<file path="src/rtl/tone_sequencer_pkg.sv">
// Shared types and default widths for the tone sequencer and its scaler wrapper.
package tone_sequencer_pkg;

  typedef enum logic [1:0] {
    ST_IDLE = 2'd0,
    ST_LOAD = 2'd1,
    ST_PLAY = 2'd2
  } state_e;

  localparam int SF_W_DEF  = 32;
  localparam int DUR_W_DEF = 8;

endpackage

</file>
<file path="src/rtl/tone_sequencer_step_table.sv">
// Step table: STEPS entries of {scale factor, duration}, one synchronous write
// port, one combinational read port, no reset so contents survive rst.
module tone_sequencer_step_table
  import tone_sequencer_pkg::*;
#(
  parameter int STEPS = 8,
  parameter int SF_W  = SF_W_DEF,
  parameter int DUR_W = DUR_W_DEF,
  localparam int AW   = $clog2(STEPS)
) (
  input  logic             clk,
  input  logic             wr_en,
  input  logic [AW-1:0]    wr_addr,
  input  logic [SF_W-1:0]  wr_sf,
  input  logic [DUR_W-1:0] wr_dur,
  input  logic [AW-1:0]    rd_addr,
  output logic [SF_W-1:0]  rd_sf,
  output logic [DUR_W-1:0] rd_dur
);

  logic [SF_W-1:0]  sf_mem  [STEPS];
  logic [DUR_W-1:0] dur_mem [STEPS];

  // Out-of-range addresses are dropped when STEPS is not a power of two.
  always_ff @(posedge clk) begin
    if (wr_en && (int'(wr_addr) < STEPS)) begin
      sf_mem[wr_addr]  <= wr_sf;
      dur_mem[wr_addr] <= wr_dur;
    end
  end

  assign rd_sf  = sf_mem[rd_addr];
  assign rd_dur = dur_mem[rd_addr];

endmodule

</file>
<file path="src/rtl/tone_sequencer.sv">
// Steps a clock scaler through the programmed table, restarting the scaler
// (div_rst) for one cycle at every step boundary so each note starts at zero phase.
module tone_sequencer
  import tone_sequencer_pkg::*;
#(
  parameter int STEPS = 8,
  parameter int SF_W  = SF_W_DEF,
  parameter int DUR_W = DUR_W_DEF,
  localparam int AW   = $clog2(STEPS)
) (
  input  logic             clk,
  input  logic             rst,
  input  logic             wr_en,
  input  logic [AW-1:0]    wr_addr,
  input  logic [SF_W-1:0]  wr_sf,
  input  logic [DUR_W-1:0] wr_dur,
  input  logic             start,
  input  logic             stop,
  input  logic             loop,
  input  logic [AW-1:0]    last_idx,
  input  logic             tick,
  output logic [SF_W-1:0]  scale_factor,
  output logic             div_rst,
  output logic             note_on,
  output logic [AW-1:0]    step_idx,
  output logic             busy,
  output logic             done
);

  state_e           state_q;
  logic [AW-1:0]    idx_q;
  logic [AW-1:0]    last_q;
  logic [DUR_W-1:0] dur_cnt_q;
  logic [SF_W-1:0]  sf_q;
  logic             div_rst_q;
  logic             note_on_q;
  logic             busy_q;
  logic             done_q;

  logic [SF_W-1:0]  rd_sf;
  logic [DUR_W-1:0] rd_dur;
  logic [AW-1:0]    last_clamped;
  logic             at_last;
  logic             advance;

  tone_sequencer_step_table #(
    .STEPS (STEPS),
    .SF_W  (SF_W),
    .DUR_W (DUR_W)
  ) u_table (
    .clk     (clk),
    .wr_en   (wr_en),
    .wr_addr (wr_addr),
    .wr_sf   (wr_sf),
    .wr_dur  (wr_dur),
    .rd_addr (idx_q),
    .rd_sf   (rd_sf),
    .rd_dur  (rd_dur)
  );

  assign last_clamped = (int'(last_idx) >= STEPS) ? AW'(STEPS - 1) : last_idx;
  assign at_last      = (idx_q == last_q);

  // A step ends either by being empty (zero duration, seen in LOAD) or by its final tick.
  always_comb begin
    advance = 1'b0;
    if (state_q == ST_LOAD) advance = (rd_dur == '0);
    if (state_q == ST_PLAY) advance = tick && (dur_cnt_q == DUR_W'(1));
  end

  always_ff @(posedge clk) begin
    if (rst) begin
      state_q   <= ST_IDLE;
      idx_q     <= '0;
      last_q    <= '0;
      dur_cnt_q <= '0;
      sf_q      <= '0;
      div_rst_q <= 1'b1;
      note_on_q <= 1'b0;
      busy_q    <= 1'b0;
      done_q    <= 1'b0;
    end else begin
      done_q <= 1'b0;
      if (stop) begin
        state_q   <= ST_IDLE;
        div_rst_q <= 1'b1;
        note_on_q <= 1'b0;
        busy_q    <= 1'b0;
      end else if (advance) begin
        if (state_q == ST_PLAY) dur_cnt_q <= dur_cnt_q - DUR_W'(1);
        div_rst_q <= 1'b1;
        note_on_q <= 1'b0;
        if (!at_last) begin
          idx_q   <= idx_q + AW'(1);
          state_q <= ST_LOAD;
        end else if (loop) begin
          idx_q   <= '0;
          state_q <= ST_LOAD;
        end else begin
          state_q <= ST_IDLE;
          busy_q  <= 1'b0;
          done_q  <= 1'b1;
        end
      end else begin
        case (state_q)
          ST_IDLE: begin
            if (start) begin
              state_q <= ST_LOAD;
              idx_q   <= '0;
              last_q  <= last_clamped;
              busy_q  <= 1'b1;
            end
          end
          ST_LOAD: begin
            sf_q      <= rd_sf;
            dur_cnt_q <= rd_dur;
            state_q   <= ST_PLAY;
            div_rst_q <= 1'b0;
            note_on_q <= 1'b1;
          end
          ST_PLAY: begin
            if (tick) dur_cnt_q <= dur_cnt_q - DUR_W'(1);
          end
          default: begin
            state_q   <= ST_IDLE;
            div_rst_q <= 1'b1;
            note_on_q <= 1'b0;
            busy_q    <= 1'b0;
          end
        endcase
      end
    end
  end

  assign scale_factor = sf_q;
  assign div_rst      = div_rst_q;
  assign note_on      = note_on_q;
  assign step_idx     = idx_q;
  assign busy         = busy_q;
  assign done         = done_q;

endmodule

</file>
<file path="config.mk">
export PLATFORM = sky130hd
export DESIGN_NAME = tone_sequencer
export DESIGN_NICKNAME = d
export VERILOG_FILES = /design/src/rtl/tone_sequencer_pkg.sv /design/src/rtl/tone_sequencer_step_table.sv /design/src/rtl/tone_sequencer.sv
export SDC_FILE = /design/constraint.sdc
export NUM_CORES = 1
export LEC_CHECK = 0
export BUFFER_PORTS_ARGS = -buffer_cell sky130_fd_sc_hd__buf_2
export CAP_MARGIN = 0
export CORE_UTILIZATION = 45
export DETAILED_ROUTE_END_ITERATION = 16
export GPL_TIMING_DRIVEN = 0
export PLACE_DENSITY_LB_ADDON = 0.12
export RECOVER_POWER = 25
export SETUP_SLACK_MARGIN = 0.4
export SLEW_MARGIN = 30
export SYNTH_ARGS = -nofsm -noshare
export SYNTH_HDL_FRONTEND = slang
export SYNTH_SLANG_ARGS = --single-unit
</file>
<file path="constraint.sdc">
create_clock -name clk -period 9.1 [get_ports clk]
set_clock_uncertainty 0.1 [all_clocks]
set_input_delay 1.82 -clock clk [delete_from_list [all_inputs] [get_ports clk]]
set_output_delay 1.82 -clock clk [all_outputs]
set_load 0.02 [all_outputs]
</file>
### Yosys cells after proc, flatten, opt, wreduce, memory -nomap -nowiden

Memory sizes are Yosys's and may differ from the RTL's. A register that Yosys moved wholly into a read port is not among the register bits.
Cells that the tools add are included.
W data, S select, Z words.

* equality and inequality tests: 12
* mux-type cells: 28
* divide/modulo/power cells: 0
* multiply operators: 0
* shifts and indexed selects: 0
* add/sub/neg operators: 2
* $lt $le $gt $ge: 0
* bitwise gates (word level): 3
* reductions and logical operators: 17

Operators with widths (number)
* $mux W8: 3
* $mux W3: 7
* $pmux W8 S2: 1
* $reduce_and A4 Y1: 4
* $mux W1: 11
* $ne A3 B3 Y1 const B: 3
* $eq A8 B1 Y1 const B: 1
* $logic_not A8 Y1: 1
* $sub A8 B1 Y8 const B: 1
* $ne A2 B2 Y1 const B: 3
* $pmux W1 S2: 3
* $pmux W2 S3: 1
* $reduce_bool A2 Y1: 3
* $reduce_or A2 Y1: 3
* $mux W2: 2
* $ne A2 B1 Y1 const B: 2
* $reduce_or A4 Y1: 1
* $add A3 B1 Y3 const B: 1
* $eq A3 B3 Y1: 1
* $not A1 Y1: 3
* $reduce_and A3 Y1: 1
* $reduce_or A3 Y1: 1
* $eq A2 B1 Y1 const B: 1
* $eq A2 B2 Y1 const B: 1
* other kinds (3): 3

* memories: 2
* register bits after elaboration: 20
* input bits: 53
* word-level logic and storage cells: 72
* output and inout bits: 39
* RAM bits: 320
* bits in latches: 0
* bits in read-only memories: 0

Memory list
* u_table.sf_mem: words 8, bits a word 32, rd ports 1, clocked after memory_dff 1, write ports 1, line tone_sequencer_step_table.sv:21 `logic [SF_W-1:0] sf_mem [STEPS];`
* u_table.dur_mem: words 8, bits a word 8, rd ports 1, clocked after memory_dff 1, write ports 1, line tone_sequencer_step_table.sv:22 `logic [DUR_W-1:0] dur_mem [STEPS];`

### Longest topological paths before layout

* depth in word-level cells: 7
* mapped depth: 10
* mapped depth without buffers: 8

### Cells and area by module

From an unflattened synthesis, not the netlist that was laid out.

* cells, all modules: 768
* area, all modules: 14755.4 um2

Modules (own cells, without submodules)
* tone_sequencer_step_table: instances 1, seq. area each 9609.2 um2, cells an instance 475, area each 12370.6 um2
* tone_sequencer: instances 1, seq. area each 1041.0 um2, cells an instance 293, area each 2384.8 um2

### Worst setup path before layout

Ideal clock, no wire load.

* path type: input port to flip-flop
* start point: in wr_addr[1]
* end point: mem u_table.dur_mem[0][0] (netlist name) (enable)
* arrival: 4742 ps
* cell stages on the path: 2
* setup time: 487 ps
* slack: 3771 ps
* path buffers: 0
* data required time: 8513 ps
* path through: nand2b_1 > nor3_1

RTL lines
* from (decl): line tone_sequencer.sv:14 `input logic [AW-1:0] wr_addr,`
* to (decl): line tone_sequencer_step_table.sv:22

Straight into the memory's write port.

### Worst setup path after layout

* start point: in tick
* end point: reg sf_q[1] (netlist: scale_factor[1]) (read register of u_table.sf_mem)

* word-level cells in the longest chain between the ends: 4

RTL lines
* from (decl): line tone_sequencer.sv:21 `input logic tick,`
* $logic_and A1 B1 Y1: line tone_sequencer.sv:68 `if (state_q == ST_PLAY) advance = tick && (dur_cnt_q == DUR_W'(1));`
* $mux W1: line tone_sequencer.sv:68
* $not A1 Y1 (no line)
* $reduce_and A3 Y1 (no line)
* to (decl): line tone_sequencer.sv:34 `logic [SF_W-1:0] sf_q;`

Every way passes these cells.
A chain may end at the register's enable or synchronous reset.

==> impl_metrics.json <==
{
  "post-cts-setup-buffer-count": 0,
  "grt-ovfl-total": 0,
  "finalSetupViolations": 0,
  "nets": 989,
  "avgSynthCellArea_um2": 19.0,
  "yosysUniqueCellTypes": 59,
  "synth_area_um2": 14500,
  "pre_cts_ws_ns": 5.02,
  "cts-htree-levels": 2,
  "initial_core_util_pct": 45.8,
  "min_period_over_period_pct": 38.7,
  "insertion_delay_ns": 0.54,
  "synth-edff-count": 320,
  "cts_buffers": 41,
  "setup_tns_ns": 0,
  "vias": 7682,
  "port_buffers": 90,
  "crit_type": "input port to register",
  "ys_seq_area_share_pct": 73.9,
  "fp.coreArea_um2": 31600,
  "placed_area_um2": 16100,
  "hold_violations": 0,
  "clockRootBuffer": "clkbuf_16",
  "dr.pass1.iters": 5,
  "ys_ff_latch": 375,
  "post-route-min-period_ns": 3.52,
  "endpoint_kind": "register",
  "drive_gt1_share_pct": 28.7,
  "final_cell_mix": "edfxtp_1 (320), buf_2 (74), mux4_2 (72)",
  "avgViaCountPerCell": 5.63,
  "hpwl_um": 21900,
  "status": "completed",
  "num_io_pins": 92,
  "grt_pass1_vias": 8257,
  "powerDensity_nw_per_um2": 215,
  "crit_arrival_ns": 3.86,
  "synth_ff_type": "edfxtp_1",
  "slew_viol_final": 0,
  "drtIter0Drc": 531,
  "power_w": 0.00376,
  "place.gp.congestion": 0.836,
  "worstPathMaxFanout": 10,
  "setup_slack_ns": 5.58,
  "critPathSlowestCell": "clkbuf_1",
  "rsz0062_at_grt": "no",
  "cts-hold-fix-buffers": 0,
  "drt_wl_total_um": 32300,
  "clock_path_buffers": 3,
  "design_area_um2": 17500,
  "track_usage_pct": 20.0,
  "clock-sinks": 375,
  "crit_path_start_kind": "input port",
  "slowest_delay_ns": 0.57,
  "rr_worst_depth": 8,
  "fill_cells": 2440,
  "max_freq_ghz": 0.284,
  "slew-limit-headroom_pct": 38.8,
  "max_cap_viol_count": 0,
  "die_y_um": 182,
  "antenna_found_initial": 1,
  "clkTransAtPathRegs_ns": 0.05,
  "crit_path_cell_trace": "buf_2 > inv_1 > o21ai_0 > and4b_1 > a221oi_4 > clkbuf_1 > nor2_1 > a211oi_1",
  "grt_max_degree": 15,
  "area_delta_synth_final_pct": 20.6,
  "ant_nets": 0,
  "required_ns": 9.44,
  "syn_nets": 823,
  "die_x_um": 182,
  "power.leakage_nw": 5.66,
  "rows": 65,
  "cts.repair.resized": 0,
  "drc": 0,
  "cts_tree": "built",
  "postSynthCellCount": 763,
  "die_area_um2": 32900,
  "grt_first_pass_wirelength_um": 48800,
  "holdPathStages": 2,
  "yosysWarningCount": 0,
  "vdd_drop_max_uv": 155,
  "routedWlPerCell_um": 23.7,
  "fin_util_pct": 55.3,
  "tightest_slew_ns": 0.918,
  "hold_class": "register to register",
  "layout_commonest_cell": "edfxtp_1",
  "ys_async_sr_fraction_pct": 0
}
==> layout make-up <==
type                       count  area, um2  share of cell area [%]
buffer                        41        190                    1.09
antenna                        1       2.50                  0.0143
clock buffer                  54       1130                    6.44
timing repair buffer         123       1030                    5.89
multi-input combinational    336       3620                    20.7
sequential                   375      10700                    61.2
inverter                      11       41.3                   0.236
clock inverter                22        264                    1.51
tap                          402        503                    2.88
==> synthesized netlist by cell type (all sizes together), types with 9 or more instances <==
master / number / area, um2
nand2: 12 / 45.0
edfxtp: 320 / 9610
inv: 11 / 41.3
buf: 14 / 82.6
nand2b: 9 / 56.3
mux2i: 41 / 418
o22ai: 9 / 56.3
a211oi: 34 / 255
o21ai: 16 / 83.8
dfxtp: 55 / 1100
clkbuf: 27 / 101
mux4: 76 / 1730
nor2: 61 / 229
mux2: 10 / 120
==> worst paths after layout <==
path,startpoint,endpoint,slack (ns)
worst max-delay path,tick,scale_factor[1],5.58
worst min-delay path,scale_factor[24],scale_factor[24],0.40
worst max register to register,register,register,5.87
worst min register to register,scale_factor[24],scale_factor[24],0.40
==> power breakdown <==
group	internal (W)	total [W]	switching (W)
sequential	0.00192	0.00194	0.0000167
combinational	0.0000565	0.000146	0.0000897
clock	0.00102	0.00168	0.000659
total	0.00300	0.00376	0.000765
==> sequential cells by signal (all words and copies together), names as in the netlist, named ones only <==
register and count:
busy 1, div_rst 1, done 1, dur_cnt_q 8, last_q 3, note_on 1, scale_factor 32, state_q 2
step_idx 3, u_table.dur_mem 64, u_table.sf_mem 256
==> logic make-up after synthesis <==
group | Yosys count | share of synthesized area, %
buffers and inverters | 52 | 1.55
XOR/XNOR | 4 | 0.242
multiplexers | 127 | 15.6
AO/OA/AOI/OAI | 85 | 4.36
AND/OR/NAND/NOR | 113 | 3.78
adder cells (fa/ha/maj) | 7 | 0.604
flip-flops | 375 | 73.9
==> worst max-delay path: cells and delay by family <==
family                 cells  cell delay (ns)
buffers and inverters      3             0.75
AND/OR/NAND/NOR            2             0.39
AO/OA/AOI/OAI              3             0.90
==> per-layer routing <==
layer	GRT usage (%)	wire length, um
met5	0	0
met4	5.73	660
met3	3.61	1670
met2	36.2	16900
met1	24.5	13100
==> metrics by stage <==
stage,std cells,hold slack (ns)
2_1_floorplan,763,0.370
3_3_place_gp,1255,0.382
3_5_place_dp,1288,0.391
4_1_cts,1364,0.399
5_1_grt,1364,0.424
6_report,1365,0.396
(Power assumes the default switching activity.)
